===== src/rtl/dsp_aw_channel.sv =====
// dsp_aw_channel
//   Write-address (AW) dispatcher. A single holding register accepts one AW
//   transaction from the master, decodes its slave ID from an AWADDR bit
//   field and presents it to exactly one slave lane. When the slave accepts,
//   a one-cycle push strobe tells the W and B dispatchers which slave owns
//   the burst. A new master transaction may load in the same cycle the held
//   one is issued, giving one issue per cycle when slaves are always ready.
//
//   Optional build macro: DSP_AW_OUTSTANDING_LIMIT_EN
//     Defined   : an outstanding counter (issued minus completed B responses)
//                 throttles m_AWREADY_o at OUTSTANDING_AMT.
//     Undefined : no counter; dsp_B_done_i is unused.
//
// Ports
//   ACLK_i, ARESET_i         clock, synchronous active-high reset
//   m_AW*_i, m_AWVALID_i     master AW request
//   m_AWREADY_o              master AW ready
//   sa_AW*_o                 AW fields broadcast to all slave lanes
//                            (slave k at [W*(k+1)-1 -: W])
//   sa_AWVALID_o             one-hot valid for the selected slave lane
//   sa_AWREADY_i             per-slave ready
//   dsp_AW_slv_id_o          slave ID of the held/last-issued transaction
//   dsp_AW_shift_en_o        1-cycle strobe on each slave-side handshake
//   dsp_B_done_i             1-cycle strobe on each master B handshake
module dsp_aw_channel #(
  parameter int SLV_AMT           = 2,
  parameter int OUTSTANDING_AMT   = 8,
  parameter int ADDR_WIDTH        = 32,
  parameter int TRANS_MST_ID_W    = 5,
  parameter int TRANS_BURST_W     = 2,
  parameter int TRANS_DATA_LEN_W  = 3,
  parameter int TRANS_DATA_SIZE_W = 3,
  parameter int SLV_ID_W          = $clog2(SLV_AMT),
  parameter int SLV_ID_MSB_IDX    = 30,
  parameter int SLV_ID_LSB_IDX    = 30
) (
  input  logic                                   ACLK_i,
  input  logic                                   ARESET_i,
  input  logic [TRANS_MST_ID_W-1:0]              m_AWID_i,
  input  logic [ADDR_WIDTH-1:0]                  m_AWADDR_i,
  input  logic [TRANS_BURST_W-1:0]               m_AWBURST_i,
  input  logic [TRANS_DATA_LEN_W-1:0]            m_AWLEN_i,
  input  logic [TRANS_DATA_SIZE_W-1:0]           m_AWSIZE_i,
  input  logic                                   m_AWVALID_i,
  output logic                                   m_AWREADY_o,
  output logic [TRANS_MST_ID_W*SLV_AMT-1:0]      sa_AWID_o,
  output logic [ADDR_WIDTH*SLV_AMT-1:0]          sa_AWADDR_o,
  output logic [TRANS_BURST_W*SLV_AMT-1:0]       sa_AWBURST_o,
  output logic [TRANS_DATA_LEN_W*SLV_AMT-1:0]    sa_AWLEN_o,
  output logic [TRANS_DATA_SIZE_W*SLV_AMT-1:0]   sa_AWSIZE_o,
  output logic [SLV_AMT-1:0]                     sa_AWVALID_o,
  input  logic [SLV_AMT-1:0]                     sa_AWREADY_i,
  output logic [SLV_ID_W-1:0]                    dsp_AW_slv_id_o,
  output logic                                   dsp_AW_shift_en_o,
  input  logic                                   dsp_B_done_i
);

  typedef enum logic {
    IDLE = 1'b0,
    BUSY = 1'b1
  } state_t;

  state_t state_q, state_d;

  logic [TRANS_MST_ID_W-1:0]    awid_q;
  logic [ADDR_WIDTH-1:0]        awaddr_q;
  logic [TRANS_BURST_W-1:0]     awburst_q;
  logic [TRANS_DATA_LEN_W-1:0]  awlen_q;
  logic [TRANS_DATA_SIZE_W-1:0] awsize_q;
  logic [SLV_ID_W-1:0]          slv_id_q;

  logic               held;
  logic [SLV_AMT-1:0] lane_valid;
  logic               sa_hs;
  logic               m_hs;
  logic               room;

  // Lane select: an ID with no matching lane leaves every VALID low, so the
  // transaction simply stalls in the holding register.
  always_comb begin
    held       = (state_q == BUSY);
    lane_valid = '0;
    for (int unsigned k = 0; k < SLV_AMT; k++) begin
      lane_valid[k] = held && (slv_id_q == SLV_ID_W'(k));
    end
    sa_hs = |(lane_valid & sa_AWREADY_i);
    m_hs  = m_AWVALID_i & m_AWREADY_o;
  end

`ifdef DSP_AW_OUTSTANDING_LIMIT_EN
  localparam int CNT_W = $clog2(OUTSTANDING_AMT + 1);

  logic [CNT_W-1:0] cnt_q;

  // Issue and completion in the same cycle cancel; completion at zero is
  // ignored so the counter cannot wrap.
  always_ff @(posedge ACLK_i) begin
    if (ARESET_i) begin
      cnt_q <= '0;
    end else if (sa_hs && !dsp_B_done_i) begin
      cnt_q <= cnt_q + CNT_W'(1);
    end else if (!sa_hs && dsp_B_done_i && (cnt_q != '0)) begin
      cnt_q <= cnt_q - CNT_W'(1);
    end
  end

  // The held transaction counts against the limit before it is issued.
  always_comb begin
    room = ({1'b0, cnt_q} + {{CNT_W{1'b0}}, held}) < (CNT_W + 1)'(OUTSTANDING_AMT);
  end
`else
  logic unused_b_done;

  always_comb begin
    room          = 1'b1;
    unused_b_done = dsp_B_done_i;
  end
`endif

  // State register
  always_ff @(posedge ACLK_i) begin
    if (ARESET_i) begin
      state_q <= IDLE;
    end else begin
      state_q <= state_d;
    end
  end

  // Next state: a master handshake while BUSY always coincides with sa_hs,
  // so the register reloads and stays BUSY.
  always_comb begin
    state_d = state_q;
    case (state_q)
      IDLE:    if (m_hs) state_d = BUSY;
      BUSY:    if (sa_hs && !m_hs) state_d = IDLE;
      default: state_d = IDLE;
    endcase
  end

  // Holding register
  always_ff @(posedge ACLK_i) begin
    if (ARESET_i) begin
      awid_q    <= '0;
      awaddr_q  <= '0;
      awburst_q <= '0;
      awlen_q   <= '0;
      awsize_q  <= '0;
      slv_id_q  <= '0;
    end else if (m_hs) begin
      awid_q    <= m_AWID_i;
      awaddr_q  <= m_AWADDR_i;
      awburst_q <= m_AWBURST_i;
      awlen_q   <= m_AWLEN_i;
      awsize_q  <= m_AWSIZE_i;
      slv_id_q  <= SLV_ID_W'(m_AWADDR_i[SLV_ID_MSB_IDX:SLV_ID_LSB_IDX]);
    end
  end

  // Outputs. The push strobe is masked during reset so a transaction
  // dropped by reset never reaches the W/B dispatchers.
  always_comb begin
    m_AWREADY_o       = (~held | sa_hs) & room;
    sa_AWVALID_o      = lane_valid;
    dsp_AW_shift_en_o = sa_hs & ~ARESET_i;
    dsp_AW_slv_id_o   = slv_id_q;
    sa_AWID_o         = {SLV_AMT{awid_q}};
    sa_AWADDR_o       = {SLV_AMT{awaddr_q}};
    sa_AWBURST_o      = {SLV_AMT{awburst_q}};
    sa_AWLEN_o        = {SLV_AMT{awlen_q}};
    sa_AWSIZE_o       = {SLV_AMT{awsize_q}};
  end

endmodule


===== config.mk =====
export PLATFORM = sky130hd
export DESIGN_NAME = dsp_aw_channel
export DESIGN_NICKNAME = d
export VERILOG_FILES = /design/src/rtl/dsp_aw_channel.sv
export SDC_FILE = /design/constraint.sdc
export NUM_CORES = 1
export LEC_CHECK = 0
export CAP_MARGIN = 20
export CORE_UTILIZATION = 40
export CTS_CLUSTER_DIAMETER = 40
export DETAILED_ROUTE_END_ITERATION = 16
export GPL_TIMING_DRIVEN = 0
export HOLD_SLACK_MARGIN = 0.06
export PLACE_DENSITY_LB_ADDON = 0.05
export SYNTH_ARGS = -nofsm -noshare
export SYNTH_HDL_FRONTEND = slang
export SYNTH_SLANG_ARGS = --single-unit

===== constraint.sdc =====
create_clock -name ACLK_i -period 1.6 [get_ports ACLK_i]
set_input_delay 0.24 -clock ACLK_i [delete_from_list [all_inputs] [get_ports ACLK_i]]
set_output_delay 0.24 -clock ACLK_i [all_outputs]
set_load 0.01 [all_outputs]

### After elaboration in Yosys (flattened, before gate mapping)

Index checks and enable logic that the tools add are counted.

* multiplexer cells: 3
* reductions and logical operators: 5
* bitwise gates (word level): 7

Operator list (count)
* $logic_and 1x1->1: 3
* $not 1->1: 3
* $and 1x1->1: 2
* $and 2x2->2: 1
* $mux 1: 2
* $pmux 1 s2: 1
* $reduce_or 2->1: 1
* $logic_not 1->1: 1
* $or 1x1->1: 1

* register bits: 47
* input bits: 51
* logic and storage cells: 22
* output and inout port bits: 95

### Logic depth before layout (Yosys ltp)

Gate-level depths: netlist (run 1).

* depth in word-level cells: 10
* mapped depth: 6
* gate-level depth less buffers: 3

### Worst setup path after synthesis (run 1)

No wires, ideal clock.

* path type: register to output
* start: reg awaddr_q[30] (netlist name)
* end: out dsp_AW_shift_en_o
* data required time: 1.360 ns
* arrival: 1.131 ns
* path buffers: 1
* stages on the path, launching flop included: 4
* path slack: 0.229 ns
* cell sequence: dfxtp_1 > mux2i_4 > buf_2 > nor3_1

RTL lines
* to (decl): RTL line 54 `output logic dsp_AW_shift_en_o,`

### Worst setup path after layout (run 1)

* start: reg awaddr_q[20]
* end: out sa_AWADDR_o[52]

RTL lines
* from (decl): RTL line 66 `logic [ADDR_WIDTH-1:0] awaddr_q;`
* from (signal assigned): RTL line 151 `awaddr_q <= m_AWADDR_i;`
* to (decl): RTL line 47 `output logic [ADDR_WIDTH*SLV_AMT-1:0] sa_AWADDR_o,`

No word-level cell between the ends.

==> results.md, run 1 <==
* Via density at 5.71
* Worst skew pair latency at approximately 0.31 ns
* Global Route met1 Usage at 0.317
* DP HPWL at 7540 um
* Final Cycle Share at 0.981
* Share of post-route cells with drive strength above 1 at 0.241
* Tot GR Track Use at 0.251
* TritonCTS clock tree: done
* Initial antenna violation count at 0
* Final Hold Vio Count at 0
* Hold_sp: m_AWVALID_i
* CTS Buf Count at 5
* Yosys reg bits at 46
* CP Capture Type: output pin
* XOR/XNOR share of the synthesized area at 0
* Ys Warns at 0
* GR met2 Demand/Resource at 0.438
* Nets@finish at 581
* Routed Antenna Nets at 0
* DIE WIDTH at 92.1 um
* R2r startpoint: awaddr_q[30]
* Synth unique cells at 20
* Sequential share of the synthesized area at 0.284
* Rel. slew slack at 0.646
* R2R Setup Slk at about 0.060 ns
* R2R depth at 7
* Inst Count DP at 620
* Diodes inserted at 0
* Crit path launch type: flip-flop
* Fin util at 0.644
* Most frequent cells in the layout: 133 x clkdlybuf4s50_1, 52 x buf_4
* Slew @ Worst Pin at around 0.53 ns
* Clock sinks at 46
* Switching share of power at 0.314
* Synth Area in Compound Gates at 0.194
* Hold depth at 4
* Hold Path End: held
* Fillers at 703
* Largest area contributor in the netlist: dfxtp_1
* Min Tclk post-route at 1.57 ns
* CTS Buffer Depth at 2
* CTS H-Tree Depth at 2
* Die area at between 8000 and 9000 sq um
* IO Port Bufs at 142
* Simple-gate share of the synthesized area at 0.331
* Area Overhead vs Synth at 54.1%
* Adder-cell share of the synthesized area at 0
* Commonest non-fill, non-tap cell in the layout: clkdlybuf4s50_1
* Max Clk Rate at between 0.6 and 0.7 GHz
* Dominant cells by area after synthesis: dfxtp_1 28%, nand4b_1 12%, buf_4 11%
* Largest net degree at the start of global routing at 20
* Gr ovfl total at 0
* GRT busiest layer: met2
* Crit Path Max Fanout at 4
* Met3 GRT Util at 0.0406
* Core ar. at 7770 sq um
* Total of max-cap violations at 0
* Synth Cell Area at 3250 sq um
* Num ports at 146
* Internal power at approximately 2400 uW
* Drc violations at 0
* Skew final at between 0.005 and 0.006 ns
* Critical path class: flip-flop to output pin
* Final Non-Filler Cells at ~630
* Worst vdd ir at 0.000384 V
* Lkg Pwr at 0.00172 uW
* Post-Route WL at 10700 um
* Initial DRT Pass Iterations at 5
* Via count at 3616
* First-pass GRT wire length at 17600 um
* Initial Util at 0.418
* Setup_tns at 0 ns
* Pwr/cell area at ~700 nW/um^2
* Syn Inst Count at 376
* WP data required at 1.36 ns
* Hold crit path type: input pin to flip-flop
* Clk pwr share at 0.220
* Syn avg cell area at around 8.6 sq um
* Combinational power share at 0.389
* End of the worst register-to-register path: awaddr_q[16]
* Seq pwr share at 0.391
* DRT iter0 DRCs at 165
* Mux share of post-synthesis cell area at 0.00694
* Switching pwr at 1120 uW
* Clock transition at path regs at 0.09 ns
* Final setup fails at 0
* CP arrival at 1.33 ns
* CTS root buf: clkbuf_8
* Run status: completed
* WL/cell at between 15 and 20 um
* Rows at 32
* Vias in the first global route at 3551
* RD Place Congestion at 0.825
* Largest family of logic cells by synthesized area: simple AND/OR/NAND/NOR gates
* Die extent in y at 92.1 um
* Syn nets at 427
* Top cell type's share of synthesized area at 0.284
* Final Slew Violations at 0
synth_stat cells, drive strengths merged:
master  instances
nand2           1
nand3b         44
a21oi           1
mux2i           1
buf            68
a221oi          1
nand4b         44
clkbuf         27
nor3b          44
dfxtp          46
inv             4
o21ai           2
nor3            1
nor2b           2
nor2            2
a31oi          44
o211ai         44
per-stage QoR:
step | cell area [sq um] | hold WS (ns) | total power (uW) | setup WS (ns)
floorplan | 3250 | 0.391 | 2040 | 0.229
global placement | 4790 | 0.536 | 2740 | -0.525
detailed placement | 4790 | 0.547 | 2760 | -0.507
CTS | 4930 | 0.507 | 3540 | 0.00117
global route | 5000 | 0.533 | 3730 | -0.00600
finish | 5000 | 0.513 | 3570 | 0.0310
registers in the layout (all words and copies together), names as in the netlist:
| name | count |
|---|---|
| awaddr_q | 32 |
| held | 1 |
| awlen_q | 3 |
| awid_q | 5 |
| awburst_q | 2 |
| awsize_q | 3 |
routing by layer:
metal | part of all wire | routed length, um
met2 | 0.50 | 5340
met1 | 0.44 | 4710
met4 | 0.0079 | 85
met3 | 0.057 | 608
met5 | 0 | 0
cell type report:
type,instances,area (sq um),area share
multi-input cells,231,1730,0.347
repair buffers,148,1470,0.293
flip-flops and latches,46,977,0.195
plain buffers,94,592,0.118
well taps,102,128,0.0255
clock buffers,7,86.3,0.0173
inverters,4,15.0,0.00300
clock inverters,1,5.00,0.00100
repair_timing:
item,in CTS,in global routing
setup buffers,6,0
resized for setup,21,46
hold buffers,0,0
setup endpoints to repair,10,43
cell families after synthesis:
kind of cell | after synthesis
simple gates | 138
buf+inv | 99
compound gates | 92
flops | 46
mux | 1
power groups by stage:
stage                     Combinational, uW  Sequential [uW]  Clock (uW)
after global placement                 1340             1390           0
after floorplan                         611             1430           0
after global routing                   1470             1420         835
after CTS                              1380             1370         790
after detailed placement               1360             1400           0
final                                  1390             1400         785
worst max-delay path: stages (launching register included):
cell             delay, ns
dfxtp_2               0.38
buf_4                 0.12
clkdlybuf4s50_1       0.52
how the worst max path moves through the flow:
stage | cells after the start | from | slack (ns) | endpoint
floorplan | 3 | awaddr_q[30] | 0.23 | dsp_AW_shift_en_o
global placement | 5 | sa_AWREADY_i[0] | -0.52 | dsp_AW_shift_en_o
detailed placement | 5 | sa_AWREADY_i[1] | -0.51 | dsp_AW_shift_en_o
CTS | 2 | awaddr_q[22] | 0.001 | sa_AWADDR_o[54]
global route | 7 | awaddr_q[30] | -0.006 | awid_q[0]
finish | 2 | awaddr_q[20] | 0.03 | sa_AWADDR_o[52]
Power figures use the tool's default switching activity.
==> run 2: changes to the inputs <==
Settings changed: CELL_PAD_IN_SITES_DETAIL_PLACEMENT set to 1, CELL_PAD_IN_SITES_GLOBAL_PLACEMENT set to 2, CORE_UTILIZATION 40 to 23, TNS_END_PERCENT set to 50.
==> results.md, run 2 (same netlist as run 1, synthesis figures left out) <==
* CP Capture Type: output pin
* Routed Antenna Nets at 0
* Unrepaired setup endpoints after global routing: true
* Biggest regs: awaddr_q (32), awid_q (5)
* Switching share of power at 0.308
* Final Hold Vio Count at 0
* DIE WIDTH at 121 um
* Largest net degree at the start of global routing at 13
* Clock sinks at 46
* Vias in the first global route at around 3800
* CP arrival at 1.36 ns
* Bufs and invs on worst path at 3
* Via density at 5.07
* Min Tclk post-route at 1.60 ns
* Switching pwr at ~1200 uW
* Max Clk Rate at between 0.6 and 0.7 GHz
* Critical-path cell list: mux2i_4 > buf_6 > buf_8 > nor3_4 > buf_2
* Critical path's top delay family: buffers and inverters
* Initial antenna violation count at 0
* Worst vdd ir at 0.000404 V
* Critical path class: flip-flop to output pin
* First-pass GRT wire length at 21200 um
* Area Overhead vs Synth at 60.6%
* Clock transition at path regs at approximately 0.060 ns
* Slowest stage delay, CP at between 0.3 and 0.4 ns
* Final Cycle Share at 0.998
* Nets@finish at 589
* Core ar. at 13800 sq um
* Crit Path Max Fanout at 8
* Final setup fails at 0
* Total of max-cap violations at 0
* Commonest non-fill, non-tap cell in the layout: clkdlybuf4s50_1
* Die extent in y at 121 um
* Gr ovfl total at 0
* Skew final at approximately 0.0036 ns
* Rel. slew slack at 0.626
* DP HPWL at 9210 um
* Crit path max-delay cell type: dfxtp_4
* WL/cell at 18.4 um
* Largest register by flop count: awaddr_q
* Crit path launch type: flip-flop
* CTS root buf: clkbuf_16
* Diodes inserted at 0
* IO Port Bufs at 142
* Most frequent cells in the layout: 133 x clkdlybuf4s50_1, 59 x buf_4
* DRT iter0 DRCs at 158
* Worst hold margin at 0.374 ns
* Internal power at 2700 uW
* Final Slew Violations at 0
* Die area at 14600 sq um
* Via count at around 3600
* Final Non-Filler Cells at 718
* Drc violations at 0
* Num ports at between 100 and 150
* Max reg flops at 32
* Seq pwr share at 0.361
* Inst Count DP at 698
* Run status: completed
* CTS H-Tree Depth at 2
* Tot GR Track Use at 0.186
* Combinational power share at 0.369
* Fillers at 1611
* CTS Buf Count at 5
* Clk pwr share at 0.270
* Rows at 43
* WP data required at 1.36 ns
* CTS Buffer Depth at 2
* Initial DRT Pass Iterations at 4
* Lkg Pwr at 0.00177 uW
* Hold crit path type: input pin to flip-flop
* Share of post-route cells with drive strength above 1 at 0.253
* TritonCTS clock tree: done
* Pwr/cell area at 747 nW/um^2
* Worst skew pair latency at 0.30 ns
* RD Place Congestion at 0.760
* Slew @ Worst Pin at around 0.56 ns
* Post-Route WL at 13200 um
* Initial Util at 0.235
run 2: area by class of cell:
| class | instances | area (sq um) | share of cell area |
|---|---|---|---|
| multi-input cells | 231 | 1740 | 0.333 |
| repair buffers | 156 | 1520 | 0.291 |
| flip-flops and latches | 46 | 977 | 0.188 |
| plain buffers | 94 | 608 | 0.117 |
| well taps | 180 | 225 | 0.0432 |
| clock buffers | 7 | 133 | 0.0255 |
| inverters | 4 | 15.0 | 0.00288 |
run 2: through the flow:
step                      setup slack (ns)  TNS, ns  utilization  area [sq um]  total power [uW]
after floorplan                      0.229        0            -          3250              2040
after CTS                          -0.0511  -0.0998        0.369          5100              3910
after detailed placement            -0.585    -6.02        0.354          4890              2810
after global placement              -0.592    -4.81        0.354          4890              2780
after global routing               -0.0470  -0.0470        0.377          5210              4120
final                              0.00396        0        0.377          5210              3900
run 2: worst paths after layout:
| kind | start | depth (start not counted) | slack, ns | endpoint |
|---|---|---|---|---|
| setup / recovery | awaddr_q[30] | 5 | 0.004 | dsp_AW_shift_en_o |
| setup reg to reg | awaddr_q[30] | 7 | 0.12 | awaddr_q[17] |
| hold reg to reg | awaddr_q[6] | 2 | 0.54 | awaddr_q[6] |
| hold / removal | sa_AWREADY_i[0] | 3 | 0.37 | awaddr_q[30] |
run 2: layer usage:
layer	GRT usage	part of all wire	vias up	wire length, um
li1	-	-	1725	-
met5	0	0	-	0
met1	0.242	0.46	1805	6110
met3	0.0415	0.045	8	598
met4	0.0478	0.0094	0	124
met2	0.310	0.48	102	6390
run 2: timing repair:
item                       in CTS  in global routing
resized for setup              30                 50
buffers inserted                7                  7
setup endpoints to repair      48                 44
hold buffers                    0                  0
gates cloned                    0                  0
run 2: power by group through the flow:
stage | combinational (uW) | clock [uW] | sequential, uW
floorplan | 611 | 0 | 1430
global placement | 1380 | 0 | 1400
detailed placement | 1400 | 0 | 1410
CTS | 1430 | 1100 | 1390
global route | 1540 | 1150 | 1430
finish | 1440 | 1050 | 1410
run 2: worst reg2reg max path, delay by kind of cell (launching register included):
kind / cells / cell delay (ns)
buf+inv: 4 / 0.56
flops: 1 / 0.36
mux: 1 / 0.25
simple gates: 1 / 0.12
compound gates: 1 / 0.11
